[src/rtl/pe_spad_loader.sv]
// Unpacks wide PE input-FIFO words into 16-bit scratchpad lanes: num_words lanes are
// written to consecutive addresses starting at base_addr, and the address wraps at SPAD_DEPTH.
module pe_spad_loader #(
    parameter int FIFO_DATA_WIDTH = 64,
    parameter int SPAD_DATA_WIDTH = 16,
    parameter int SPAD_DEPTH      = 12,
    parameter int LEN_WIDTH       = 8,
    localparam int RATIO           = FIFO_DATA_WIDTH / SPAD_DATA_WIDTH,
    localparam int SPAD_ADDR_WIDTH = $clog2(SPAD_DEPTH)
) (
    input  logic                       clk,
    input  logic                       reset,
    input  logic                       start,
    input  logic [LEN_WIDTH-1:0]       num_words,
    input  logic [SPAD_ADDR_WIDTH-1:0] base_addr,
    input  logic                       fifo_empty,
    input  logic [FIFO_DATA_WIDTH-1:0] fifo_rd_data,
    output logic                       fifo_read_request,
    input  logic                       spad_stall,
    output logic                       spad_wr_en,
    output logic [SPAD_ADDR_WIDTH-1:0] spad_wr_addr,
    output logic [SPAD_DATA_WIDTH-1:0] spad_wr_data,
    output logic                       busy,
    output logic                       done
);

    // state  | meaning
    // IDLE   | waiting for start; num_words and base_addr are latched on start
    // FETCH  | pop one FIFO word as soon as the FIFO is non-empty
    // WAIT   | FIFO read data is valid now; capture it into word_reg
    // UNPACK | write one lane per non-stalled cycle
    // DONE   | single-cycle completion pulse
    typedef enum logic [2:0] {
        IDLE   = 3'd0,
        FETCH  = 3'd1,
        WAIT   = 3'd2,
        UNPACK = 3'd3,
        DONE   = 3'd4
    } state_t;

    localparam int LANE_WIDTH = (RATIO > 1) ? $clog2(RATIO) : 1;
    localparam logic [LANE_WIDTH-1:0]      LAST_LANE = LANE_WIDTH'(RATIO - 1);
    localparam logic [SPAD_ADDR_WIDTH-1:0] LAST_ADDR = SPAD_ADDR_WIDTH'(SPAD_DEPTH - 1);

    state_t                     state;
    state_t                     state_next;
    logic [LEN_WIDTH-1:0]       remaining;
    logic [SPAD_ADDR_WIDTH-1:0] addr_reg;
    logic [FIFO_DATA_WIDTH-1:0] word_reg;
    logic [LANE_WIDTH-1:0]      lane_idx;
    logic [SPAD_DATA_WIDTH-1:0] lanes [RATIO];

    for (genvar g = 0; g < RATIO; g++) begin : g_lane
        assign lanes[g] = word_reg[g*SPAD_DATA_WIDTH +: SPAD_DATA_WIDTH];
    end

    assign spad_wr_addr = addr_reg;
    assign spad_wr_data = lanes[lane_idx];

    always_ff @(posedge clk or negedge reset) begin
        if (!reset) begin
            state <= IDLE;
        end else begin
            state <= state_next;
        end
    end

    always_comb begin
        state_next        = state;
        fifo_read_request = 1'b0;
        spad_wr_en        = 1'b0;
        busy              = (state != IDLE);
        done              = 1'b0;
        case (state)
            IDLE: begin
                if (start) begin
                    state_next = (num_words == '0) ? DONE : FETCH;
                end
            end
            FETCH: begin
                if (!fifo_empty) begin
                    fifo_read_request = 1'b1;
                    state_next        = WAIT;
                end
            end
            WAIT: begin
                state_next = UNPACK;
            end
            UNPACK: begin
                if (!spad_stall) begin
                    spad_wr_en = 1'b1;
                    // Finishing mid-word simply drops the unused upper lanes.
                    if (remaining == LEN_WIDTH'(1)) begin
                        state_next = DONE;
                    end else if (lane_idx == LAST_LANE) begin
                        state_next = FETCH;
                    end
                end
            end
            DONE: begin
                done       = 1'b1;
                state_next = IDLE;
            end
            default: begin
                state_next = IDLE;
            end
        endcase
    end

    always_ff @(posedge clk or negedge reset) begin
        if (!reset) begin
            remaining <= '0;
            addr_reg  <= '0;
            word_reg  <= '0;
            lane_idx  <= '0;
        end else begin
            case (state)
                IDLE: begin
                    if (start) begin
                        remaining <= num_words;
                        addr_reg  <= base_addr;
                    end
                end
                WAIT: begin
                    word_reg <= fifo_rd_data;
                    lane_idx <= '0;
                end
                UNPACK: begin
                    if (!spad_stall) begin
                        remaining <= remaining - LEN_WIDTH'(1);
                        addr_reg  <= (addr_reg == LAST_ADDR) ? '0 : addr_reg + SPAD_ADDR_WIDTH'(1);
                        lane_idx  <= lane_idx + LANE_WIDTH'(1);
                    end
                end
                default: begin
                end
            endcase
        end
    end

endmodule

[config.mk]
export PLATFORM = sky130hd
export DESIGN_NAME = pe_spad_loader
export DESIGN_NICKNAME = d
export VERILOG_FILES = /design/src/rtl/pe_spad_loader.sv
export SDC_FILE = /design/constraint.sdc
export NUM_CORES = 1
export LEC_CHECK = 0
export ABC_CLOCK_PERIOD_IN_PS = 2280
export BUFFER_PORTS_ARGS = -buffer_cell sky130_fd_sc_hd__buf_2
export CORE_ASPECT_RATIO = 0.9
export CORE_UTILIZATION = 30
export DETAILED_ROUTE_END_ITERATION = 10
export GPL_ROUTABILITY_DRIVEN = 1
export HOLD_SLACK_MARGIN = 0.12
export PLACE_DENSITY = 0.62
export REMOVE_ABC_BUFFERS = 1
export SETUP_SLACK_MARGIN = 0.02
export SYNTH_ARGS = -nofsm -noshare
export SYNTH_HDL_FRONTEND = slang
export SYNTH_SLANG_ARGS = --single-unit
[constraint.sdc]
create_clock -name clk -period 2.28 [get_ports clk]
set_input_delay 0.684 -clock clk [delete_from_list [all_inputs] [get_ports clk]]
set_output_delay 0.684 -clock clk [all_outputs]
set_load 0.01 [all_outputs]
==> impl_metrics.json, run 1 <==
{
  "status": "finished clean",
  "max_freq_ghz": 0.440,
  "powerDensity_mw_per_mm2": 1500,
  "placed_cells": 542,
  "io-pin-count": 105,
  "cts_hold_buf": 0,
  "cpMaxStageDelayCell": "mux4_2",
  "p_leak_nw": 2.21,
  "dr.first_iter.drc_count": 164,
  "async_reset_ff_frac": 1.00,
  "fillers": 1231,
  "grt_max_degree": 67,
  "final_max_slew_viol_count": 0,
  "cp.arrival_ns": 1.59,
  "drt-total-wl_mm": 8.55,
  "clk_pin_slew_ns": 0.06,
  "ys_ff_latch": 81,
  "hold_viol": 0,
  "cp_data_required_time_ns": 1.60,
  "grt-ovfl-total": 0,
  "htree_num_levels": 3,
  "ys.flop_type": "dfrtp_1",
  "fin_crit_ns": 2.27,
  "cts_tree": "built",
  "worst_slew_margin_rel": 0.639,
  "die_x_um": 122,
  "clk_path_buf_depth": 2,
  "grt_pass1_vias": 2735,
  "cap_violations": 0,
  "fp.coreArea_sq_mm": 0.0127,
  "clk_latency_ns": 0.34,
  "crit_type": "reg -> out",
  "finClkSkew_ns": 0.00576,
  "largest_reg_flops": 64,
  "cts_made_buffers": 9,
  "firstDrtPassIters": 4,
  "critPathMaxFanout": 7,
  "synth.area.top_cells": "dfrtp_1 (52%), mux2_2 (19%), mux4_2 (9.3%)",
  "ir_drop_v": 0.000948,
  "cp.buffers_inverters": 2,
  "syn_to_final_growth_pct": 29.5,
  "drc": 0,
  "syn_area_sq_mm": 0.00389,
  "crit_path_end_kind": "output port",
  "via_per_inst": 4.88,
  "setup_viol": 0,
  "cp_top_family": "multiplexers",
  "multiInputGateArea_sq_mm": 0.00174,
  "synth_cells": 284,
  "synth_common_cells": "dfrtp_1 (81), mux2_2 (65), mux4_2 (16)",
  "dieArea_sq_mm": 0.0134,
  "syn_avg_cell_area_sq_um": 13.7,
  "drive_above_1_share": 0.558,
  "yosys_warnings": 0,
  "grt_first_pass_wirelength_mm": 13.7,
  "worstMarginPinSlew_ns": 0.541,
  "slowest_delay_ns": 0.53,
  "die_h_um": 110,
  "n_antenna_cell": 0,
  "yosysMostFrequentCell": "dfrtp_1",
  "yosysUniqueCellTypes": 46,
  "synth.top_cell.area_share": 0.521,
  "drtAntennaViolNets": 0,
  "start_util": 0.307,
  "cts-root-buf": "clkbuf_16",
  "final_nets": 475,
  "place.port_buffers": 104,
  "startpoint_type": "flip-flop",
  "place_congestion": 0.775,
  "min_path_type": "in -> async",
  "rows": 39,
  "fin_crit_sh": 0.997,
  "vias": 2721,
  "cpMostUsedCell": "buf_6",
  "synth-seq-area-share": 0.521,
  "crit_chain": "buf_6, mux4_2, buf_6",
  "antenna_found_initial": 0,
  "rsz0062_at_grt": "yes",
  "wire_per_inst_um": 15.3,
  "ff_latch_area_sq_mm": 0.00203,
  "track_usage": 0.136,
  "dp_hpwl_mm": 6.08,
  "fin_cells": 558,
  "yosys.area.top_type": "dfrtp_1",
  "synth-edff-count": 0,
  "cts_sinks": 81,
  "total_power_mw": 7.56
}
==> final timing paths <==
path	depth (start not counted)	end	slack, ns	startpoint
min in group clk	1	word_reg[45]$_DFFE_PN0P_	0.50	word_reg[45]$_DFFE_PN0P_
max in group asynchronous	2	word_reg[34]$_DFFE_PN0P_	1.34	reset
worst max-delay path	3	spad_wr_data[2]	0.008	lane_idx[0]$_DFFE_PN0P_
worst max register to register	4	word_reg[18]$_DFFE_PN0P_	0.47	state[0]$_DFFE_PN0P_
worst min register to register	1	word_reg[45]$_DFFE_PN0P_	0.50	word_reg[45]$_DFFE_PN0P_
worst min-delay path	1	word_reg[27]$_DFFE_PN0P_	0.33	reset
==> area by class of cell <==
cell class | count | share of cell area
timing repair buffer | 115 | 0.143
tap | 164 | 0.0407
inverter | 3 | 0.00223
sequential | 81 | 0.402
multi-input combinational | 180 | 0.346
clock inverter | 6 | 0.0213
clock buffer | 9 | 0.0447
==> routing by layer <==
metal  vias up  wire (um)  track usage
met1      1359       3740        0.167
li1       1271          -            -
met3         9        621       0.0581
met5         -          0            0
met2        82       4070        0.215
met4         0        117       0.0444
==> cell families after synthesis <==
family / share of synthesized area
DFF: 0.521
buffers and inverters: 0.0334
and+or+nand+nor: 0.0823
muxes: 0.283
adders and majority gates: 0.0129
AOI/OAI and AO/OA: 0.0678
==> metrics by stage <==
step	area (sq um)	setup slack (ns)	hold slack (ns)	util	setup TNS, ns
finish	5040	0.00761	0.326	0.398	0
global route	5040	-0.0504	0.361	0.398	-0.642
CTS	5000	-0.0270	0.337	0.394	-0.231
detailed placement	4620	0.256	0.492	0.364	0
global placement	4620	0.272	0.485	0.364	0
floorplan	3770	-1.40	0.388	-	-93.42
==> where the power goes <==
part           switching [mW]  leakage [nW]  internal (mW)
clock                   0.574         0.161           1.06
sequential              0.490         0.963           2.17
combinational            1.33          1.08           1.93
total                    2.40          2.21           5.16
==> cells in the final DEF, fill, tap and decap left out, types with 4 or more instances in the layout <==
master and instances:
buf_2 91, dfrtp_1 79, mux2_2 65, mux4_2 16
o21ai_0 14, buf_6 13, nor2_1 11, nand2_1 9
clkbuf_16 9, buf_4 8, a21oi_1 7, a22oi_1 4
ha_1 4
==> timing repair <==
action | 4_1_cts | 5_1_grt
resized for setup | 7 | 8
setup buffers | 1 | 0
cloned | 0 | 0
endpoints found under the setup margin | 16 | 18
Power figures use the tool's default switching activity.
==> inputs of run 2 (changes only) <==
--- a/config.mk
+++ b/config.mk
@@ -5,6 +5,7 @@
 export SDC_FILE = /design/constraint.sdc
 export NUM_CORES = 1
 export LEC_CHECK = 0
+export ABC_AREA = 1
 export ABC_CLOCK_PERIOD_IN_PS = 2280
 export BUFFER_PORTS_ARGS = -buffer_cell sky130_fd_sc_hd__buf_2
 export CORE_ASPECT_RATIO = 0.9
@@ -12,7 +13,7 @@
 export DETAILED_ROUTE_END_ITERATION = 10
 export GPL_ROUTABILITY_DRIVEN = 1
 export HOLD_SLACK_MARGIN = 0.12
-export PLACE_DENSITY = 0.62
+export PLACE_DENSITY = 0.61
 export REMOVE_ABC_BUFFERS = 1
 export SETUP_SLACK_MARGIN = 0.02
 export SYNTH_ARGS = -nofsm -noshare
==> run 2 against run 1 <==
Net effect:
- worst hold slack better by 0.027 ns
- clock skew about the same
- flip-flop and latch count stayed put
- cell count up 45%
- largest power group unchanged
- clock power is 8% lower
- fmax increased by 3.3%
- power up 0.87%
- non-clock buffer count shrank 1
- die area increased by 2.7%
==> impl_metrics.json, run 2 <==
{
  "status": "finished clean",
  "crit_type": "reg -> out",
  "layout_common_cells": "nand2_1 (255), buf_2 (103), dfrtp_1 (81)",
  "grt_pass1_vias": 3724,
  "endpoint": "spad_wr_data[3]",
  "crit_chain": "inv_2, buf_12, o21ai_0, o22ai_1, buf_2",
  "track_usage": 0.158,
  "startpoint_type": "flip-flop",
  "ys_ff_latch": 81,
  "hold_viol": 0,
  "async_reset_ff_frac": 1.00,
  "cp_data_required_time_ns": 1.60,
  "largest_reg_flops": 64,
  "yosys.area.top_type": "dfrtp_1",
  "slowest_delay_ns": 0.41,
  "final_nets": 727,
  "place.port_buffers": 104,
  "layout_commonest_cell": "nand2_1",
  "worstRegToRegCells": 8,
  "ys.flop_type": "dfrtp_1",
  "drc": 0,
  "fillers": 1340,
  "fin_crit_ns": 2.20,
  "synth-edff-count": 0,
  "fp.coreArea_sq_mm": 0.0128,
  "dp_hpwl_mm": 7.02,
  "synth_cells": 540,
  "worst_slew_margin_rel": 0.696,
  "vias": 3752,
  "place_congestion": 0.842,
  "drtAntennaViolNets": 0,
  "die_h_um": 112,
  "cts_setup_buffers": 0,
  "clk_latency_ns": 0.34,
  "r2r-start": "state[2]$_DFFE_PN0P_",
  "synth_compound_area_frac": 0.0957,
  "drive_above_1_share": 0.227,
  "place_area_sq_mm": 0.00475,
  "max_freq_ghz": 0.455,
  "drt-total-wl_mm": 10.3,
  "die_x_um": 124,
  "synth.area.top_cells": "dfrtp_1 (51%), nand2_1 (24%), o21ai_0 (5.8%)",
  "syn_avg_cell_area_sq_um": 7.41,
  "worstMarginPinSlew_ns": 0.456,
  "setup_slack_ns": 0.0809,
  "synthSimpleGateAreaFrac": 0.326,
  "firstDrtPassIters": 4,
  "cap_violations": 0,
  "clk_pin_slew_ns": 0.06,
  "crit_start": "lane_idx[0]$_DFFE_PN0P_",
  "min_path_type": "in -> async",
  "syn_to_final_growth_pct": 26.8,
  "grt-ovfl-total": 0,
  "cts_sinks": 81,
  "setup_viol": 0,
  "cts_tree": "built",
  "timing.rr.end": "remaining[3]$_DFFE_PN0P_",
  "wire_per_inst_um": 12.8,
  "tns_ns": 0,
  "dieArea_sq_mm": 0.0138,
  "powerDensity_mw_per_mm2": 1500,
  "p_leak_nw": 2.76,
  "via_per_inst": 4.63,
  "worstSetupPathDepth": 5,
  "finClkSkew_ns": 0.00557,
  "synth-xor-area-share": 0.00438,
  "cp_top_family": "buffers and inverters",
  "cpMaxStageDelayCell": "dfrtp_1",
  "synth_common_cells": "nand2_1 (255), dfrtp_1 (81), nor2_1 (53)",
  "crit_path_end_kind": "output port",
  "syn_area_sq_mm": 0.00400,
  "cts_hold_buf": 0,
  "critPathMaxFanout": 26,
  "io-pin-count": 105,
  "cp.buffers_inverters": 3,
  "rsz0062_at_grt": "yes",
  "synth_top_family_by_area": "simple AND/OR/NAND/NOR gates",
  "clk_path_buf_depth": 2,
  "ir_drop_v": 0.000823,
  "htree_num_levels": 3,
  "cts-root-buf": "clkbuf_16",
  "final_max_slew_viol_count": 0,
  "synth-seq-area-share": 0.506,
  "grt_max_degree": 82,
  "start_util": 0.312,
  "yosysMostFrequentCell": "nand2_1",
  "r2r_slack_ns": 0.71,
  "cp.arrival_ns": 1.52,
  "antenna_found_initial": 1,
  "synthAdderAreaFrac": 0.0125,
  "fin_crit_sh": 0.965,
  "design_area_sq_mm": 0.00507,
  "grt_first_pass_wirelength_mm": 17.2,
  "synth_mux_area_frac": 0,
  "dr.first_iter.drc_count": 208,
  "n_antenna_cell": 0,
  "cts_made_buffers": 9,
  "pre_cts_ws_ns": 0.354,
  "synth.top_cell.area_share": 0.506,
  "rows": 39,
  "yosys_warnings": 0,
  "yosysUniqueCellTypes": 21
}
-- run 2: how the worst min path moves through the flow --
| stage | from | end | cells past startpoint |
|---|---|---|---|
| after floorplan | reset | lane_idx[0]$_DFFE_PN0P_ | 0 |
| after CTS | reset | spad_wr_addr[3]$_DFFE_PN0P_ | 2 |
| final | reset | spad_wr_addr[3]$_DFFE_PN0P_ | 2 |
| after global placement | word_reg[29]$_DFFE_PN0P_ | word_reg[29]$_DFFE_PN0P_ | 2 |
| after global routing | reset | spad_wr_addr[3]$_DFFE_PN0P_ | 2 |
| after detailed placement | word_reg[26]$_DFFE_PN0P_ | word_reg[26]$_DFFE_PN0P_ | 2 |
-- run 2: repair_timing --
action / 4_1_cts / 5_1_grt
resized for setup: 1 / 3
pin swaps: 0 / 0
gates cloned: 0 / 0
setup endpoints to repair: 1 / 13
-- run 2: logic make-up (layout without fill, tap and decap cells) --
logic type | count (synthesis) | after routing
simple gates | 334 | 334
compound gates | 68 | 68
flops | 81 | 81
xor+xnor | 2 | 2
fa+ha+maj | 4 | 4
buf+inv | 51 | 158
-- run 2: through the flow --
stage | instances | power [mW] | hold slack [ns] | utilization
after floorplan | 517 | 4.86 | 0.388 | -
after global placement | 795 | 6.08 | 0.457 | 0.370
after detailed placement | 795 | 6.13 | 0.460 | 0.370
after CTS | 811 | 7.69 | 0.381 | 0.395
after global routing | 811 | 8.33 | 0.394 | 0.395
final | 811 | 7.62 | 0.353 | 0.395
-- run 2: cell type report --
cell class / count / area [sq um] / share of cell area
inverter: 28 / 110 / 0.0217
timing repair buffer: 114 / 661 / 0.130
clock buffer: 10 / 239 / 0.0471
tap: 164 / 205 / 0.0404
clock inverter: 6 / 71.3 / 0.0141
sequential: 81 / 2030 / 0.399
multi-input combinational: 408 / 1760 / 0.347
-- run 2: layer usage --
| layer | vias to the layer above | global-route usage | part of all wire |
|---|---|---|---|
| met5 | - | 0 | 0.00097 |
| met3 | 13 | 0.0594 | 0.071 |
| li1 | 1902 | - | - |
| met4 | 2 | 0.0369 | 0.012 |
| met2 | 117 | 0.252 | 0.45 |
| met1 | 1718 | 0.202 | 0.46 |
-- run 2: power by group --
group	switching (mW)	internal [mW]
Clock	0.614	0.890
Combinational	2.24	1.30
Sequential	0.424	2.16
Total	3.27	4.35
==> inputs of run 3 (changes only) <==
--- a/config.mk
+++ b/config.mk
@@ -13,6 +13,7 @@
 export DETAILED_ROUTE_END_ITERATION = 10
 export GPL_ROUTABILITY_DRIVEN = 1
 export HOLD_SLACK_MARGIN = 0.12
+export MAX_ROUTING_LAYER = met4
 export PLACE_DENSITY = 0.61
 export REMOVE_ABC_BUFFERS = 1
 export SETUP_SLACK_MARGIN = 0.02
==> run 3 against run 2 <==
Net effect:
- sequential power barely moved
- global-route usage rose by 0.47 points
- core utilization barely moved
- worst hold slack got worse by 0.025 ns
- first-iteration DRC count fell by 11%
- critical path depth did not move
- combinational power barely moved
- clock skew barely moved
- cell count rose by 0.12%
- worst setup slack got worse by 0.0019 ns
- critical path type unchanged
- die area did not move
==> impl_metrics.json, run 3 (synthesized netlist as in run 2, its figures left out) <==
{
  "status": "finished clean",
  "cap_violations": 0,
  "final_max_slew_viol_count": 0,
  "layout_commonest_cell": "nand2_1",
  "antenna_found_initial": 1,
  "clk_path_buf_depth": 2,
  "via_per_inst": 4.57,
  "ir_drop_v": 0.000824,
  "start_util": 0.312,
  "grt-ovfl-total": 0,
  "rsz0062_at_grt": "yes",
  "firstDrtPassIters": 6,
  "hold_viol": 0,
  "fp.coreArea_sq_mm": 0.0128,
  "setup_viol": 0,
  "fillers": 1341,
  "routed.top_layer": "met4",
  "max_freq_ghz": 0.454,
  "wl_met3_um": 621,
  "worstRegToRegCells": 8,
  "grt_first_pass_wirelength_mm": 17.2,
  "drtAntennaViolNets": 0,
  "finClkSkew_ns": 0.00563,
  "worst_slew_margin_rel": 0.684,
  "drc": 0,
  "cp_data_required_time_ns": 1.60,
  "cts_sinks": 81,
  "die_x_um": 124,
  "crit_type": "reg -> out",
  "grt_max_degree": 82,
  "clk_latency_ns": 0.34,
  "die_h_um": 112,
  "cts_made_buffers": 9,
  "cts_setup_buffers": 0,
  "p_leak_nw": 2.76,
  "drive_above_1_share": 0.227,
  "largest_reg_flops": 64,
  "io-pin-count": 105,
  "layout_common_cells": "nand2_1 (255), buf_2 (103), dfrtp_1 (81)",
  "htree_num_levels": 3,
  "drt-total-wl_mm": 10.4,
  "ff_latch_area_sq_mm": 0.00203,
  "fin_crit_ns": 2.20,
  "powerDensity_mw_per_mm2": 1500,
  "dr_wl_met2_mm": 4.63,
  "startpoint_type": "flip-flop",
  "dr.first_iter.drc_count": 185,
  "cp.arrival_ns": 1.52,
  "crit_path_end_kind": "output port",
  "vias": 3714,
  "critPathMaxFanout": 26,
  "place_congestion": 0.855,
  "clk_pin_slew_ns": 0.06,
  "rows": 39,
  "dp_hpwl_mm": 7.02,
  "syn_to_final_growth_pct": 26.9,
  "wl_met1_mm": 5.00,
  "cts-root-buf": "clkbuf_16",
  "total_power_mw": 7.63,
  "dieArea_sq_mm": 0.0138,
  "tns_ns": 0,
  "wire_per_inst_um": 12.8,
  "grt_pass1_vias": 3725,
  "place.port_buffers": 104,
  "track_usage": 0.163,
  "cts_tree": "built",
  "worstMarginPinSlew_ns": 0.475,
  "fin_crit_sh": 0.965,
  "final_nets": 727,
  "min_path_type": "in -> async",
  "multiInputGateArea_sq_mm": 0.00176
}
## run 3: changes by cell type in the layout (fill, tap and decap cells not counted), sizes merged
cell	previous run	this run
diode	0	1
## run 3: power by group
group          switching, mW  internal (mW)  leakage [nW]
clock                  0.617          0.890         0.146
sequential             0.423           2.16         0.997
combinational           2.24           1.30          1.62
total                   3.28           4.35          2.76
## run 3: repair_timing
item,in CTS,in global routing
hold endpoints to repair,0,0
gates cloned,0,0
gates resized for setup,1,3
endpoints found under the setup margin,1,13
hold buffers,0,0
## run 3: worst max-delay path: stages, from the launching register on
cell and delay (ns):
dfrtp_1 0.42, inv_2 0.16, buf_12 0.19, o21ai_0 0.10
o22ai_1 0.14, buf_2 0.16
## run 3: per-stage QoR
step / instance area (sq um) / setup slack (ns) / instances / hold slack (ns) / utilization
finish: 5080 / 0.0790 / 812 / 0.328 / 0.396
global route: 5080 / 0.00683 / 812 / 0.368 / 0.396
CTS: 5070 / 0.0110 / 811 / 0.381 / 0.395
detailed placement: 4750 / 0.354 / 795 / 0.460 / 0.370
global placement: 4750 / 0.355 / 795 / 0.457 / 0.370
floorplan: 3890 / -0.736 / 517 / 0.388 / -
## run 3: final cells by class
cell class | count | area share
Antenna cell | 1 | 0.000493
Tap cell | 164 | 0.0404
Inverter | 28 | 0.0217
Sequential cell | 81 | 0.399
Timing Repair Buffer | 114 | 0.130
Clock inverter | 6 | 0.0140
Multi-Input combinational cell | 408 | 0.347
Clock buffer | 10 | 0.0471
## run 3: final timing paths
check | from | slack [ns] | endpoint
setup / recovery | lane_idx[0]$_DFFE_PN0P_ | 0.08 | spad_wr_data[3]
hold / removal | reset | 0.33 | spad_wr_addr[3]$_DFFE_PN0P_
setup reg to reg | state[2]$_DFFE_PN0P_ | 0.70 | remaining[3]$_DFFE_PN0P_
hold reg to reg | word_reg[27]$_DFFE_PN0P_ | 0.47 | word_reg[27]$_DFFE_PN0P_
max in group asynchronous | reset | 1.54 | word_reg[55]$_DFFE_PN0P_
min in group clk | word_reg[27]$_DFFE_PN0P_ | 0.47 | word_reg[27]$_DFFE_PN0P_
## run 3: per-layer routing
metal / vias to the layer above / track usage
li1: 1904 / -
met1: 1691 / 0.205
met2: 108 / 0.252
met3: 11 / 0.0543
met4: 0 / 0.0369
met5: - / -
